## src/rtl/select_sequencer.sv

```systemverilog
// Two-button (up/down) select generator for the 4:1 LED mux: sync, debounce, press-edge, wrap counter.
// Optional auto-scan stepping is compiled in with `define SELECT_AUTOSCAN_EN.
module select_sequencer #(
  parameter int DEBOUNCE_CYCLES = 500000,
  parameter int SCAN_PERIOD     = 25000000
) (
  input  logic       clk,
  input  logic       rst_n,
  input  logic       btn_up,
  input  logic       btn_dn,
`ifdef SELECT_AUTOSCAN_EN
  input  logic       auto_en,
`endif
  output logic [1:0] select,
  output logic       step
);

  localparam int DB_W = $clog2(DEBOUNCE_CYCLES);
  localparam logic [DB_W-1:0] DB_LAST = DB_W'(DEBOUNCE_CYCLES - 1);

  if (DEBOUNCE_CYCLES < 2 || SCAN_PERIOD < 2) begin : g_bad_params
    $error("select_sequencer: DEBOUNCE_CYCLES and SCAN_PERIOD must be >= 2");
  end

  // Bit 0 carries the up button, bit 1 the down button through the whole path.
  logic [1:0]           sync1_q, sync2_q;
  logic [1:0]           stable_q, stable_d, stable_dly_q;
  logic [1:0][DB_W-1:0] cnt_q, cnt_d;
  logic [1:0]           press;
  logic                 up_ev, dn_ev, tick;
  logic [1:0]           select_q, select_d;
  logic                 step_q, step_d;

  always_comb begin
    stable_d = stable_q;
    cnt_d    = '0;
    for (int i = 0; i < 2; i++) begin
      if (sync2_q[i] != stable_q[i]) begin
        if (cnt_q[i] == DB_LAST) stable_d[i] = sync2_q[i];
        else                     cnt_d[i]    = cnt_q[i] + 1'b1;
      end
    end
  end

  assign press = stable_q & ~stable_dly_q;
  assign up_ev = press[0];
  assign dn_ev = press[1];

`ifdef SELECT_AUTOSCAN_EN
  localparam int SC_W = $clog2(SCAN_PERIOD);
  localparam logic [SC_W-1:0] SC_LAST = SC_W'(SCAN_PERIOD - 1);

  logic [SC_W-1:0] scan_q, scan_d;

  // A button event restarts the scan interval so manual steps are not followed by an early tick.
  always_comb begin
    scan_d = '0;
    tick   = 1'b0;
    if (auto_en && !(up_ev || dn_ev)) begin
      if (scan_q == SC_LAST) tick   = 1'b1;
      else                   scan_d = scan_q + 1'b1;
    end
  end

  always_ff @(posedge clk or negedge rst_n) begin
    if (!rst_n) scan_q <= '0;
    else        scan_q <= scan_d;
  end
`else
  assign tick = 1'b0;
`endif

  always_comb begin
    select_d = select_q;
    step_d   = 1'b0;
    if (up_ev && !dn_ev) begin
      select_d = select_q + 2'd1;
      step_d   = 1'b1;
    end else if (dn_ev && !up_ev) begin
      select_d = select_q - 2'd1;
      step_d   = 1'b1;
    end else if (!up_ev && !dn_ev && tick) begin
      select_d = select_q + 2'd1;
      step_d   = 1'b1;
    end
  end

  always_ff @(posedge clk or negedge rst_n) begin
    if (!rst_n) begin
      sync1_q      <= '0;
      sync2_q      <= '0;
      stable_q     <= '0;
      stable_dly_q <= '0;
      cnt_q        <= '0;
      select_q     <= 2'b00;
      step_q       <= 1'b0;
    end else begin
      sync1_q      <= {btn_dn, btn_up};
      sync2_q      <= sync1_q;
      stable_q     <= stable_d;
      stable_dly_q <= stable_q;
      cnt_q        <= cnt_d;
      select_q     <= select_d;
      step_q       <= step_d;
    end
  end

  assign select = select_q;
  assign step   = step_q;

endmodule

```

## config.mk

```make
export PLATFORM = sky130hd
export DESIGN_NAME = select_sequencer
export DESIGN_NICKNAME = d
export VERILOG_FILES = /design/src/rtl/select_sequencer.sv
export SDC_FILE = /design/constraint.sdc
export NUM_CORES = 1
export LEC_CHECK = 0
export CORE_AREA = 3 3 91 93
export DETAILED_ROUTE_END_ITERATION = 7
export DIE_AREA = 0 0 94 96
export PLACE_DENSITY = 0.4
export SYNTH_ARGS = -nofsm -noshare
export SYNTH_HDL_FRONTEND = slang
export SYNTH_SLANG_ARGS = --single-unit
```

## constraint.sdc

```tcl
create_clock -name clk -period 2.7 [get_ports clk]
set_clock_uncertainty 0.1 [all_clocks]
set_input_delay 0.27 -clock clk [delete_from_list [all_inputs] [get_ports clk]]
set_output_delay 0.27 -clock clk [all_outputs]
set_load 0.005 [all_outputs]
```

# Word-level counts from Yosys, hierarchy flattened

Cells that the tools add are included.

Multiplexer cells: 8
Bitwise logic cells: 2
Equal/unequal tests: 4
Reduce and logical (&&, ||, !) cells: 7
Add/sub/neg operators: 4

Operators by type and width:

| kind                    | count |
|---|---|
| $mux W19                | 4 |
| $add A19 B1 Y19 const B | 2 |
| $eq A19 B19 Y1 const B  | 2 |
| $mux W2                 | 2 |
| $reduce_and A2 Y1       | 2 |
| $add A2 B1 Y2 const B   | 1 |
| $and A2 B2 Y2           | 1 |
| $logic_and A1 B1 Y1     | 2 |
| $logic_not A1 Y1        | 2 |
| $mux W1                 | 2 |
| $ne A1 B1 Y1            | 2 |
| $not A2 Y2              | 1 |
| $reduce_bool A2 Y1      | 1 |
| $sub A2 B1 Y2 const B   | 1 |

Register bits after elaboration: 49

# Logic depth before layout (Yosys ltp)

Gate-level depths: netlist (run 1).

Word-level depth: 6
Gate-level depth with buffers: 6
Gate-level depth less buffers: 5

# Worst setup path after synthesis (run 1)

No wires, ideal clock.

Path type: register -> register
From: register cnt_q[7] in the netlist's numbering
To: register cnt_q[10] in the netlist's numbering
Required time: 2481 ps
Period minus slack after synthesis: 2049 ps
Data arrival time: 1830 ps
Cell stages (with the launch flop): 7
Path buffers: 2
Slack: 651 ps
Library setup time: 119 ps
Path through: dfrtp_1 > or4b_2 > nor4_1 > a21o_1 > buf_4 > buf_4 > nor2_1

RTL lines:

| element                  | line | source |
|---|---|---|
| start: declaration       | 28   | `logic [1:0][DB_W-1:0] cnt_q, cnt_d;` |
| start signal: assignment | 102  | `cnt_q <= cnt_d;` |

==> qor.yml, run 1 <==
outcome: "finished, final reports clean"
synth-edff-count: 0
ys_warn_count: 0
power_density_nw_per_um2: 489
drc_errors: 0
wirelength_um: 4270
async_flop_share: 1.00
grt_antenna_before_repair: 0
clock_path_buffers: 2
syn_to_final_growth_pct: 13.6
clock-root-buffer: "clkbuf_8"
cp_data_required_time_ps: 2780
io_buffers: 6
period_minus_slack_ps: 2240
gp_congestion: 0.718
syn-cell-area_um2: 2270
ys_ff_latch: 49
r2r_cells: 5
synth_top_flop_cell: "dfrtp_1"
num_antenna_cells: 0
drtIter0Drc: 68
finalSetupViolCount: 0
p_total_uw: 1260
grt_pass1_wl_um: 7470
synth_top_cells_by_area: "dfrtp_1 (54%), xnor2_1 (9.3%), nor2_1 (5.3%)"
tightestPinTransition_ps: 595
overflow: 0
slew_viol_final: 0
ctsHtreeMaxLevel: 2
rows: 32
crit_fanout: 17
slew-limit-headroom: 0.600
synth_fp_nets: 225
die_h_um: 96
cp-end-kind: "register"
wl_per_cell_um: 12.7
num_vias: 1519
synth_top_area_share: 0.541
synth_top_area_cell: "dfrtp_1"
hold_buffers: 1
worst_hold_path.num_cells: 0
rsz0062_at_grt: "false"
r2r_setup_slack_ps: 460
p_leak_uw: 0.00102
start_kind: "register"
yosysSeqAreaShare: 0.541
pin_count: 7
hold_path.class: "reg2reg"
postRouteAntennaNets: 0
die_w_um: 94
hold_violations: 0
synth_cell_types: 32
period_share: 0.831
synth.most_common_cell: "dfrtp_1"
vdd_drop_max_mv: 0.158
hpwl_um: 2920
grt_use_total: 0.105
crit_type: "reg2reg"
fin_nets: 241
postCtsSetupBuffers: 0
hp-start: "sync1_q[1]$_DFF_PN0_"
die_area_um2: 9020
whs_endpoint: "sync2_q[1]$_DFF_PN0_"
fillers: 785
synthTopCellsByCount: "dfrtp_1 (49), nor2_1 (32), xnor2_1 (24), nand2_1 (12)"
rr_endpoint: "cnt_q[11]$_DFF_PN0_"
firstDrtPassIters: 4
cap_violations: 0
core-area_um2: 7610
final.setup.tns_ps: 0
start_util: 0.298
cts_buffers: 5
grt_pass1_vias: 1530
worstPathArrival_ps: 2320
post_cts_resized: 0
r2r-start: "cnt_q[7]$_DFF_PN0_"
clk_latency_ps: 300
syn_inst: 218
tritoncts: "built"
clk_pin_slew_worst_paths_ps: 100
grt_max_degree: 30
clock.fmax_mhz: 446
numClockSinks: 49
synth.avg_cell_area_um2: 10.4
layout-drive-gt1-share: 0.115
avgViaCountPerCell: 4.51
-- metal layers --
metal / wire length [um] / vias up / global-route usage / part of all wire
met5: 0 / - / 0 / 0
met4: 37 / 0 / 0.0289 / 0.0087
met3: 87 / 2 / 0.0235 / 0.020
met2: 2060 / 9 / 0.176 / 0.48
met1: 2090 / 724 / 0.137 / 0.49
li1: - / 784 / - / -
-- final cells by class --
type | instances | area [um^2] | share of cell area
flip-flops and latches | 49 | 1230 | 0.476
clock buffers | 6 | 82.6 | 0.0321
clock inverters | 2 | 13.8 | 0.00534
multi-input cells | 154 | 973 | 0.378
inverters | 11 | 41.3 | 0.0160
well taps | 102 | 128 | 0.0496
repair buffers | 13 | 110 | 0.0428
-- sequential cells by signal, indices dropped and copies added (netlist names) --
signal        flops
stable_q          2
step              1
sync2_q           2
sync1_q           2
stable_dly_q      2
select            2
cnt_q            38
-- power by group --
group / internal (uW) / switching, uW
registers: 743 / 9.21
logic: 16.3 / 32.5
clock network: 208 / 250
-- placed cells by master (no fill, tap or decap), types with 2 or more instances in the layout --
cell type        count
a21oi_1              8
and4_1               2
buf_4                6
clkbuf_8             6
clkdlybuf4s50_1      5
dfrtp_1             49
ha_1                 3
inv_1               11
mux2_2               2
nand2_1             12
nand3_1             11
nand4_1              7
nor2_1              32
nor2b_1              2
nor3_1               6
nor4_1               8
o21ai_0              4
o31ai_1              3
or3_1                4
or3_2                2
or4_1                5
or4b_2               3
xnor2_1             24
xor2_1               7
-- stage by stage --
step	cells	setup WS, ps	hold slack [ps]	util	cell area (um^2)
2_1_floorplan	218	651	-126	-	2270
3_3_place_gp	328	461	168	0.325	2470
3_5_place_dp	328	436	168	0.325	2470
4_1_cts	337	413	259	0.338	2570
5_1_grt	337	326	267	0.338	2570
6_report	337	456	258	0.338	2570
-- worst max-delay path, cell delays in order, from the launching register on --
cell and delay [ps]:
dfrtp_1 450, or4b_2 670, nor4_1 430, a21o_1 180, buf_4 220, nor2_1 80
-- how the worst max path moves through the flow --
stage                                  start                  end  slack (ps)  cells after the start
final                     cnt_q[7]$_DFF_PN0_  cnt_q[11]$_DFF_PN0_         460                      5
after global routing      cnt_q[7]$_DFF_PN0_  cnt_q[11]$_DFF_PN0_         330                      5
after CTS                 cnt_q[7]$_DFF_PN0_  cnt_q[11]$_DFF_PN0_         410                      5
after detailed placement  cnt_q[7]$_DFF_PN0_  cnt_q[11]$_DFF_PN0_         440                      5
after global placement    cnt_q[7]$_DFF_PN0_   cnt_q[6]$_DFF_PN0_         460                      5
after floorplan           cnt_q[7]$_DFF_PN0_  cnt_q[10]$_DFF_PN0_         650                      6
-- kinds of logic (layout without fill, tap and decap cells) --
| group | after synthesis | count (layout) | synth area share |
|---|---|---|---|
| AOI/OAI and AO/OA | 18 | 18 | 0.0475 |
| xor gates and xnor gates | 31 | 31 | 0.120 |
| adders and majority gates | 3 | 3 | 0.0166 |
| muxes | 2 | 2 | 0.00994 |
| and+or+nand+nor | 100 | 100 | 0.236 |
| buffers and inverters | 15 | 32 | 0.0293 |
| DFF | 49 | 49 | 0.541 |
Power figures use the tool's default switching activity.
==> run 2: changes to the inputs <==
--- a/config.mk
+++ b/config.mk
@@ -8,7 +8,7 @@
 export CORE_AREA = 3 3 91 93
 export DETAILED_ROUTE_END_ITERATION = 7
 export DIE_AREA = 0 0 94 96
-export PLACE_DENSITY = 0.4
+export PLACE_DENSITY = 0.42
 export SYNTH_ARGS = -nofsm -noshare
 export SYNTH_HDL_FRONTEND = slang
 export SYNTH_SLANG_ARGS = --single-unit
==> constraint.sdc (replaced) <==
create_clock -name clk -period 1.8 [get_ports clk]
set_clock_uncertainty 0.1 [all_clocks]
set_input_delay 0.18 -clock clk [delete_from_list [all_inputs] [get_ports clk]]
set_output_delay 0.18 -clock clk [all_outputs]
set_load 0.005 [all_outputs]
==> run 2 against run 1 <==
Effect of this change: the run now ends with setup timing left; fmax grew 20%; critical path depth is the same; register-to-register slack worse by 530 ps; critical path type unchanged; highest routed layer unchanged.
==> qor.yml, run 2 (synthesized netlist as in run 1, its figures left out) <==
gp_congestion: 0.726  # was 0.718
ctsHtreeMaxLevel: 2  # unchanged
rsz0062_at_grt: "true"  # was false
p_leak_uw: 0.00129  # was 0.00102 uW
die_h_um: 96  # unchanged
post_dp_cell_area_um2: 2840  # was 2470 um^2
pin_count: 7  # unchanged
maxUsedRoutingLayer: "met4"  # unchanged
worstPathArrival_ps: 1960  # was 2320 ps
avgViaCountPerCell: 4.58  # was 4.51
layout_common_cells: "dfrtp_1 (49), buf_4 (46), nor2_1 (32)"  # was dfrtp_1 (49), nor2_1 (32), xnor2_1 (24)
wirelength_um: 4760  # was 4270 um
hold_violations: 0  # unchanged
clk_pin_slew_worst_paths_ps: 90  # was 100 ps
start_util: 0.298  # unchanged
overflow: 0  # unchanged
period_share: 1.04  # was 0.831
cp-end-kind: "register"  # unchanged
cap_violations: 0  # unchanged
grt_use_total: 0.119  # was 0.105
clock-root-buffer: "clkbuf_8"  # unchanged
grt_antenna_before_repair: 0  # unchanged
grt_pass1_wl_um: 8350  # was 7470 um
die_area_um2: 9020  # unchanged
tightestPinTransition_ps: 386  # was 595 ps
grt_pass1_vias: 1688  # was 1530
fin_nets: 285  # was 241
fin_area_um2: 3090  # was 2570 um^2
final_common_cell: "dfrtp_1"  # unchanged
slowest_stage: "or4b_4"  # was or4b_2
slew_viol_final: 0  # unchanged
outcome: "complete, but fails checks"  # was finished, final reports clean
clk_latency_ps: 300  # about the same
crit_type: "reg2reg"  # unchanged
violations: "setup timing"
worst-path-buf-inv: 1  # unchanged
num_antenna_cells: 0  # unchanged
cp_data_required_time_ps: 1890  # was 2780 ps
period_minus_slack_ps: 1870  # was 2240 ps
final.setup.tns_ps: -1080  # was 0 ps
postRouteAntennaNets: 0  # unchanged
wl_met2_um: 1970  # was 2060 um
routed-wl-met3_um: 137  # was 87 um
finalSetupViolCount: 21  # was 0
numClockSinks: 49  # unchanged
vdd_drop_max_mv: 0.467  # was 0.158 mV
wl_met1_um: 2570  # was 2090 um
grt_max_degree: 36  # was 30
cp_cell_sequence: "or4b_4 -> nor4_4 -> a21o_1 -> buf_4 -> a21oi_1"  # was or4b_2 -> nor4_1 -> a21o_1 -> buf_4 -> nor2_1
critPathTopFamily: "simple AND/OR/NAND/NOR gates"  # unchanged
syn_to_final_growth_pct: 36.3  # was 13.6%
layout-drive-gt1-share: 0.312  # was 0.115
drtIter0Drc: 62  # was 68
drc_errors: 0  # unchanged
io_buffers: 6  # unchanged
top_register: "cnt_q"  # unchanged
firstDrtPassIters: 4  # unchanged
tritoncts: "built"  # unchanged
crit_fanout: 9  # was 17
core-area_um2: 7610  # unchanged
cts_buffers: 5  # unchanged
num_vias: 1744  # was 1519
die_w_um: 94  # unchanged
rows: 32  # unchanged
start_kind: "register"  # unchanged
slew-limit-headroom: 0.743  # was 0.600
power_density_nw_per_um2: 667  # was 489 nW/um^2
hold_path.class: "in2reg"  # was reg2reg
hpwl_um: 3340  # was 2920 um
clock.fmax_mhz: 535  # was 446 MHz
wl_per_cell_um: 12.5  # was 12.7 um
slowest_delay_ps: 560  # was 670 ps
layout_setup_ws_ps: -68.6  # was 456 ps
clock_path_buffers: 2  # unchanged
largest_reg_flops: 38  # unchanged
==> run 2: report_power, final <==
group          switching, uW  internal (uW)  leakage [uW]
Sequential              14.3           1120      0.000670
Clock                    375            454     0.0000585
Combinational           57.7           44.9      0.000563
==> run 2: metal layers <==
layer	track usage	vias up
li1	-	871
met1	0.180	850
met3	0.0258	5
met2	0.164	18
met4	0.0469	0
met5	0	-
==> run 2: what timing repair did <==
action / in CTS / in global routing
endpoints found under the hold margin: 14 / 0
resized for setup: 5 / 13
setup buffers: 3 / 5
endpoints found under the setup margin: 37 / 37
pin swaps: 6 / 9
hold buffers: 1 / 0
==> run 2: final timing paths <==
| path | startpoint | end | slack, ps | cells past startpoint |
|---|---|---|---|---|
| setup / recovery | cnt_q[10]$_DFF_PN0_ | cnt_q[17]$_DFF_PN0_ | -70 | 5 |
| hold / removal | btn_up | sync1_q[0]$_DFF_PN0_ | 220 | 1 |
| setup reg to reg | cnt_q[10]$_DFF_PN0_ | cnt_q[17]$_DFF_PN0_ | -70 | 5 |
| hold reg to reg | sync1_q[0]$_DFF_PN0_ | sync2_q[0]$_DFF_PN0_ | 250 | 0 |
| max in group asynchronous | rst_n | cnt_q[13]$_DFF_PN0_ | 850 | 3 |
| min in group asynchronous | rst_n | sync2_q[0]$_DFF_PN0_ | 250 | 2 |
==> run 2: stage by stage <==
step,util,setup slack (ps),power [uW],hold slack [ps],instances
finish,0.406,-68.6,2060,216,381
global route,0.406,-167,2160,207,381
floorplan,-,-137,1190,-216,218
global placement,0.373,-94.7,1250,28.1,365
CTS,0.395,-66.3,2100,203,377
detailed placement,0.373,-165,1250,28.1,365
==> run 2: area by class of cell <==
cell class,instances,area [um^2]
Inverter,11,41.3
Tap cell,102,128
Sequential cell,49,1230
Multi-Input combinational cell,154,1100
Fill cell,780,4520
Timing Repair Buffer,57,473
Clock inverter,1,30.0
Clock buffer,7,86.3
==> run 2: worst register-to-register path, stage by stage, from the launching register on <==
cell and delay (ps):
dfrtp_1 390, or4b_4 560, nor4_4 310, a21o_1 170
buf_4 180, a21oi_1 60
